--- src/rtl/common_valid_to_ready_fifo_if.sv ---
// Write/read handshake bundle for common_valid_to_ready_fifo.
// The slave modport is the FIFO side; master is the producer/consumer side.
interface common_valid_to_ready_fifo_if #(
  parameter int NB_DATA = 8,
  parameter int DEPTH   = 8
);
  localparam int NB_COUNT = $clog2(DEPTH + 1);

  logic [NB_DATA-1:0]  i_data_in;
  logic                i_valid;
  logic [NB_DATA-1:0]  o_data_out;
  logic                o_valid;
  logic                i_ready;
  logic [NB_COUNT-1:0] o_count;
  logic                o_almost_full;
  logic                o_overflow;
  logic                i_clear_ovf;

  modport master (
    output i_data_in, i_valid, i_ready, i_clear_ovf,
    input  o_data_out, o_valid, o_count, o_almost_full, o_overflow
  );

  modport slave (
    input  i_data_in, i_valid, i_ready, i_clear_ovf,
    output o_data_out, o_valid, o_count, o_almost_full, o_overflow
  );
endinterface

--- src/rtl/common_valid_to_ready_fifo.sv ---
// First-word-fall-through FIFO; push-to-output latency 1 cycle, status outputs are flop-only.
// No upstream backpressure: writes to a full queue without a pop are dropped;
// COMMON_FIFO_OVF_FLAG_EN adds the sticky o_overflow flag (tied 0 otherwise).
module common_valid_to_ready_fifo #(
  parameter int NB_DATA        = 8,
  parameter int DEPTH          = 8,
  parameter int ALMOST_FULL_TH = 6
) (
  input  logic                          i_clock,
  input  logic                          i_reset_n,
  common_valid_to_ready_fifo_if.slave   bus
);
  localparam int NB_PTR   = $clog2(DEPTH);
  localparam int NB_COUNT = $clog2(DEPTH + 1);

  logic [NB_DATA-1:0]  mem_q [DEPTH];
  logic [NB_PTR-1:0]   wr_ptr_q, wr_ptr_d;
  logic [NB_PTR-1:0]   rd_ptr_q, rd_ptr_d;
  logic [NB_COUNT-1:0] count_q, count_d;
  logic                push;
  logic                pop;

  always_comb begin
    pop      = (count_q != '0) && bus.i_ready;
    // A full queue still accepts a write when the head leaves on the same edge.
    push     = bus.i_valid && ((count_q != NB_COUNT'(DEPTH)) || pop);
    wr_ptr_d = wr_ptr_q;
    rd_ptr_d = rd_ptr_q;
    count_d  = count_q;
    if (push) wr_ptr_d = wr_ptr_q + NB_PTR'(1);
    if (pop)  rd_ptr_d = rd_ptr_q + NB_PTR'(1);
    if (push && !pop)      count_d = count_q + NB_COUNT'(1);
    else if (pop && !push) count_d = count_q - NB_COUNT'(1);
  end

  always_ff @(posedge i_clock or negedge i_reset_n) begin
    if (!i_reset_n) begin
      wr_ptr_q <= '0;
      rd_ptr_q <= '0;
      count_q  <= '0;
    end else begin
      wr_ptr_q <= wr_ptr_d;
      rd_ptr_q <= rd_ptr_d;
      count_q  <= count_d;
    end
  end

  always_ff @(posedge i_clock) begin
    if (push) mem_q[wr_ptr_q] <= bus.i_data_in;
  end

  assign bus.o_data_out    = mem_q[rd_ptr_q];
  assign bus.o_valid       = (count_q != '0);
  assign bus.o_count       = count_q;
  assign bus.o_almost_full = (count_q >= NB_COUNT'(ALMOST_FULL_TH));

`ifdef COMMON_FIFO_OVF_FLAG_EN
  logic drop;
  logic ovf_q, ovf_d;

  always_comb begin
    drop  = bus.i_valid && !push;
    ovf_d = ovf_q;
    if (drop)                 ovf_d = 1'b1;
    else if (bus.i_clear_ovf) ovf_d = 1'b0;
  end

  always_ff @(posedge i_clock or negedge i_reset_n) begin
    if (!i_reset_n) ovf_q <= 1'b0;
    else            ovf_q <= ovf_d;
  end

  assign bus.o_overflow = ovf_q;
`else
  logic unused_clear_ovf;
  assign unused_clear_ovf = bus.i_clear_ovf;
  assign bus.o_overflow   = 1'b0;
`endif
endmodule

--- src/flat_wrapper.sv ---
// flat-port wrapper written by rule: the top's interface ports become plain ports
module common_valid_to_ready_fifo_flat 
#(
  parameter int NB_DATA        = 8,
  parameter int DEPTH          = 8,
  parameter int ALMOST_FULL_TH = 6
)
  (i_clock, i_reset_n, bus_i_data_in, bus_i_valid, bus_i_ready, bus_i_clear_ovf, bus_o_data_out, bus_o_valid, bus_o_count, bus_o_almost_full, bus_o_overflow);
  common_valid_to_ready_fifo_if #(.NB_DATA(NB_DATA), .DEPTH(DEPTH)) bus_i ();
  input  logic i_clock;
  input  logic i_reset_n;
  input wire logic [$bits(bus_i.i_data_in)-1:0] bus_i_data_in;
  input wire logic [$bits(bus_i.i_valid)-1:0] bus_i_valid;
  input wire logic [$bits(bus_i.i_ready)-1:0] bus_i_ready;
  input wire logic [$bits(bus_i.i_clear_ovf)-1:0] bus_i_clear_ovf;
  output wire logic [$bits(bus_i.o_data_out)-1:0] bus_o_data_out;
  output wire logic [$bits(bus_i.o_valid)-1:0] bus_o_valid;
  output wire logic [$bits(bus_i.o_count)-1:0] bus_o_count;
  output wire logic [$bits(bus_i.o_almost_full)-1:0] bus_o_almost_full;
  output wire logic [$bits(bus_i.o_overflow)-1:0] bus_o_overflow;
  assign bus_i.i_data_in = bus_i_data_in;
  assign bus_i.i_valid = bus_i_valid;
  assign bus_i.i_ready = bus_i_ready;
  assign bus_i.i_clear_ovf = bus_i_clear_ovf;
  assign bus_o_data_out = bus_i.o_data_out;
  assign bus_o_valid = bus_i.o_valid;
  assign bus_o_count = bus_i.o_count;
  assign bus_o_almost_full = bus_i.o_almost_full;
  assign bus_o_overflow = bus_i.o_overflow;
  common_valid_to_ready_fifo #(.NB_DATA(NB_DATA), .DEPTH(DEPTH), .ALMOST_FULL_TH(ALMOST_FULL_TH)) u_core (.i_clock(i_clock), .i_reset_n(i_reset_n), .bus(bus_i));
endmodule
--- config.mk ---
export PLATFORM = sky130hd
export DESIGN_NAME = common_valid_to_ready_fifo_flat
export DESIGN_NICKNAME = d
export VERILOG_FILES = /design/src/rtl/common_valid_to_ready_fifo_if.sv /design/src/rtl/common_valid_to_ready_fifo.sv /design/src/flat_wrapper.sv
export SDC_FILE = /design/constraint.sdc
export NUM_CORES = 1
export LEC_CHECK = 0
export CORE_MARGIN = 4
export CORE_UTILIZATION = 56
export DETAILED_ROUTE_END_ITERATION = 10
export PLACE_DENSITY = 0.86
export REMOVE_ABC_BUFFERS = 1
export SYNTH_ARGS = -nofsm -noshare
export SYNTH_HDL_FRONTEND = slang
export SYNTH_SLANG_ARGS = --single-unit
--- constraint.sdc ---
create_clock -name i_clock -period 3.9 [get_ports i_clock]
set_input_delay 0.975 -clock i_clock [delete_from_list [all_inputs] [get_ports i_clock]]
set_output_delay 0.975 -clock i_clock [all_outputs]
set_load 0.005 [all_outputs]
After elaboration in Yosys (flattened, before gate mapping)

Memories as Yosys holds them, arrays and structs flattened.
Cells that the tools add are included.

Register bits after elaboration: 10
Memory bits (writable): 64
Input bits: 13
Output and inout port bits: 15
Logic and storage cells: 23
Memories: 1

Add/subtract/negate cells: 4
$lt $le $gt $ge: 1
Equal/unequal tests: 1
Muxes and demuxes: 4
Reductions and logical operators: 9

Memories:

| memory       | depth | bits a word | rd ports | clocked after memory_dff | write ports | line                             | text |
|---|---|---|---|---|---|---|---|
| u_core.mem_q | 8     | 8           | 1        | 0                        | 1           | common_valid_to_ready_fifo.sv:16 | `logic [NB_DATA-1:0] mem_q [DEPTH];` |

Operator list:

| operator              | number |
|---|---|
| $mux W4               | 2 |
| $add A3 B1 Y3 const B | 2 |
| $add A4 B1 Y4 const B | 1 |
| $ge A4 B3 Y1 const B  | 1 |
| $logic_and A1 B1 Y1   | 4 |
| $ne A4 B4 Y1 const B  | 1 |
| $reduce_bool A4 Y1    | 1 |
| $sub A4 B1 Y4 const B | 1 |
| $logic_not A1 Y1      | 2 |
| $mux W1               | 2 |
| $reduce_bool A2 Y1    | 1 |
| $logic_or A1 B1 Y1    | 1 |

Depth between registers and ports, before layout

Depth in word-level cells: 8
Gate-level depth with buffers: 9
Depth with buffers taken out: 9

Least setup slack after synthesis

OpenSTA, ideal clock, no wires.

Path type: input to register
Start point: input bus_i_ready
End point: register u_core.count_q[3], in the netlist u_core.bus.o_count[3]
Arrival time: 2732 ps
Path slack: 1037 ps
Stages: 9
Path buffers: 0
Path through: nand2b_1 > o21ai_2 > inv_1 > ha_1 > inv_1 > ha_1 > or4_1 > o211ai_1 > o211ai_1

Longest elaborated chain between the ends: 6
Elaborated cells between the ends (all ways): 9

RTL lines:

| what                         | line                             | text |
|---|---|---|
| from (decl)                  | flat_wrapper.sv:14               | `input wire logic [$bits(bus_i.i_ready)-1:0] bus_i_ready;` |
| $logic_and A1 B1 Y1 (*)      | common_valid_to_ready_fifo.sv:24 | `pop = (count_q != '0) && bus.i_ready;` |
| $logic_or A1 B1 Y1 (*)       | common_valid_to_ready_fifo.sv:26 | `push = bus.i_valid && ((count_q != NB_COUNT'(DEPTH)) \|\| pop);` |
| $logic_and A1 B1 Y1 (*)      | common_valid_to_ready_fifo.sv:26 |  |
| via u_core.push              | common_valid_to_ready_fifo.sv:20 | `logic push;` |
| $logic_not A1 Y1             | common_valid_to_ready_fifo.sv:33 | `else if (pop && !push) count_d = count_q - NB_COUNT'(1);` |
| $logic_and A1 B1 Y1          | common_valid_to_ready_fifo.sv:33 |  |
| $reduce_bool A2 Y1 (no line) | n/a                              |  |
| to (signal assigned)         | common_valid_to_ready_fifo.sv:44 | `count_q <= count_d;` |
| to (decl)                    | common_valid_to_ready_fifo.sv:19 | `logic [NB_COUNT-1:0] count_q, count_d;` |

The timed path passes the listed nets; every way through them passes the cells marked *.
A chain may end at the register's enable or synchronous reset.

Worst setup path in the final report

Same ends and word-level chain as after synthesis.

==> reports/results.ini <==
[status]
status = finished, final reports clean

[global_routing]
grt_use_met3_pct = 4.55
top_usage_layer = met2
overflow = 0
met2_usage_pct = 31.1
grt_pass1_vias = 1656
antenna_found_initial = 0
grt_max_degree = 19
grt_pass1_wl_um = 9390
grt_usage_pct = 18.6
grt_util_met1_pct = 23.4

[critical_path]
cp_data_arrival_time_ns = 3.54
cp_top_family = simple AND/OR/NAND/NOR gates
cpPeakStageDelay_ns = 0.52
path_buf_inv = 3
critPathKind = in -> reg
endpoint_kind = register
slowest_stage = or4_1
path_max_fanout = 7
crit_path_cell_trace = clkdlybuf4s50_1 -> nand2b_1 -> o21ai_2 -> inv_1 -> ha_1 -> inv_1 -> ha_1 -> or4_1 -> o211ai_1 -> o211ai_1
crit_path_start_kind = input pin
cp.required_ns = 4.10

[place]
placed_cell_area_um2 = 3490
port_buffers = 25
place.gp.congestion = 0.884

[timing]
fmax_mhz = 300
drv_slew = 0
fin_skew_ns = 0.00554
slew_headroom_pct = 45.8
fin_setup_tns_ns = 0
worst_pin_slew_ns = 0.810
rsz0062_at_grt = no
period_needed_ns = 3.33
hold_viol = 0
setup_violations = 0
finalCritPeriodShare_pct = 85.5

[logic_synthesis]
synth_cell_types = 33
yosysTopAreaCell = edfxtp_1
synthXorXnorAreaFrac_pct = 1.68
synth_top_cell_area_share_pct = 61.3
synth_top_family_by_area = multiplexers
synth_mux_area_share_pct = 17.7
ys_seq_area_share_pct = 69.3
yosys_register_bits = 74
ys_top_cells_by_area = edfxtp_1 61%, mux4_1 13%, dfrtp_1 8.0%
synth_compound_area_share_pct = 2.31
synth_edf_count = 64
ys.flop_type = edfxtp_1
synthAdderAreaFrac_pct = 2.63
synth_area_um2 = 3140
ys_warn_count = 0
synth_cells = 158
syn_area_per_cell_um2 = 19.8
async_flop_share_pct = 13.5
synthSimpleGateAreaFrac_pct = 4.31

[pwr]
power_density_nw_per_um2 = 740
peakVddDrop_uv = 413
p_leak_nw = 1.29

[detailed_routing]
drc = 0
drt_iter0_drc = 135
avgViaCountPerCell = 6.00
num_vias = 1626
wl_per_cell_um = 22.2
drtAntennaViolNets = 0
dr.pass1.iters = 4
postRouteWirelength_um = 6030

[floorplan]
core_area_um2 = 5270
start_util_pct = 59.5
ios = 28
rows = 26
dieWidth_um = 82.8
fp.dieH_um = 82.8
die_area_um2 = 6860

[clock_tree]
clkSlewWorstSetupHoldPaths_ns = 0.07
htreeDepth = 3
clock_latency_ns = 0.33
hold_buffers = 0
numCtsBuffers = 9
clock_path_buffers = 2
cts-resized-gates = 0
cts_tree = done
cts_setup_buffers = 0
clockRootBuffer = clkbuf_8
cts.sinks = 74

[final_layout]
final_util_pct = 70.1
drive_above_1_share_pct = 18.4
area_delta_synth_final_pct = 17.9
finalInstanceArea_um2 = 3700
nNetsFinal = 215
n_antenna_cell = 0

[flow_run]
maxCapViolations = 0

[worst_hold_path]
hp-class = reg -> reg

[cell usage after synthesis (all sizes together), types with 3 or more instances]
library cell,count
edfxtp,64
mux4,16
mux2,11
dfrtp,10
xnor2,6
buf,5
ha,5
nor3,5
nand2,4
o211ai,4
nand2b,3
nand3,3
nor2,3
[final cells by class]
type	count	area (um^2)
clock buffers	11	131
inverters	2	7.51
multi-input cells	75	901
flip-flops and latches	74	2170
clock inverters	5	78.8
fillers	318	1570
repair buffers	34	318
well taps	70	87.6
[registers in the layout (all words and copies together), names as in the netlist]
name / flops
u_core.mem_q: 64
u_core.bus.o_count: 4
u_core.rd_ptr_q: 3
u_core.wr_ptr_q: 3
[kinds of logic (layout without fill, tap and decap cells)]
kind of cell,after synthesis,after routing
flops,74,74
other cells,1,1
buf+inv,9,52
fa+ha+maj,6,6
xor+xnor,6,6
compound gates,10,10
simple gates,24,24
mux,28,28
[power by group]
| group | internal, mW | switching [mW] | total (mW) |
|---|---|---|---|
| Sequential | 1.02 | 0.158 | 1.17 |
| Clock | 0.360 | 0.270 | 0.630 |
| Combinational | 0.562 | 0.370 | 0.932 |
[tightest hold or removal path: stages, from the launching register on]
cell	delay, ns
dfrtp_1	0.46
nand2_1	0.07
o21ai_0	0.07
[worst paths after layout]
path                                                        start                           endpoint  slack, ns  depth (start not counted)
worst min-delay path            u_core.bus.o_count[2]$_DFFE_PN0P_  u_core.bus.o_count[2]$_DFFE_PN0P_       0.63                          2
worst max-delay path                                  bus_i_ready  u_core.bus.o_count[3]$_DFFE_PN0P_       0.57                         10
worst max register to register  u_core.bus.o_count[1]$_DFFE_PN0P_  u_core.bus.o_count[3]$_DFFE_PN0P_       0.95                          9
worst min register to register  u_core.bus.o_count[2]$_DFFE_PN0P_  u_core.bus.o_count[2]$_DFFE_PN0P_       0.63                          2
min in group asynchronous                               i_reset_n  u_core.bus.o_count[2]$_DFFE_PN0P_       0.96                          1
max in group asynchronous                               i_reset_n     u_core.wr_ptr_q[2]$_DFFE_PN0P_       2.61                          1
[cells in the final DEF (no fill, tap or decap), types with 2 or more instances in the layout]
master           netlist  final
clkbuf_8               0      9
nand3_1                3      3
clkinv_2               0      2
nand2_1                4      4
xnor2_1                6      6
inv_1                  2      2
dfrtp_1               10     10
mux4_1                16     16
clkdlybuf4s50_1        0     25
clkbuf_1               2      2
ha_1                   5      5
a21oi_1                2      2
buf_4                  1      9
nor3_1                 5      5
edfxtp_1              64     64
nand2b_1               3      3
bufinv_16              0      2
nor2_1                 3      3
mux2_2                11     11
o211ai_1               4      4
[layer usage]
metal,vias to the layer above,wire (um)
li1,727,-
met2,67,3150
met1,824,2410
met3,8,389
met4,0,80
met5,-,0
[stage by stage]
stage	cells	setup WS, ns	total power [mW]	hold WS, ns
after floorplan	151	1.04	1.68	0.527
after global placement	255	0.473	2.05	0.544
after detailed placement	255	0.276	2.12	0.577
after CTS	271	0.584	2.76	0.613
after global routing	271	0.427	2.87	0.659
final	271	0.565	2.74	0.627
Power figures use the tool's default switching activity.
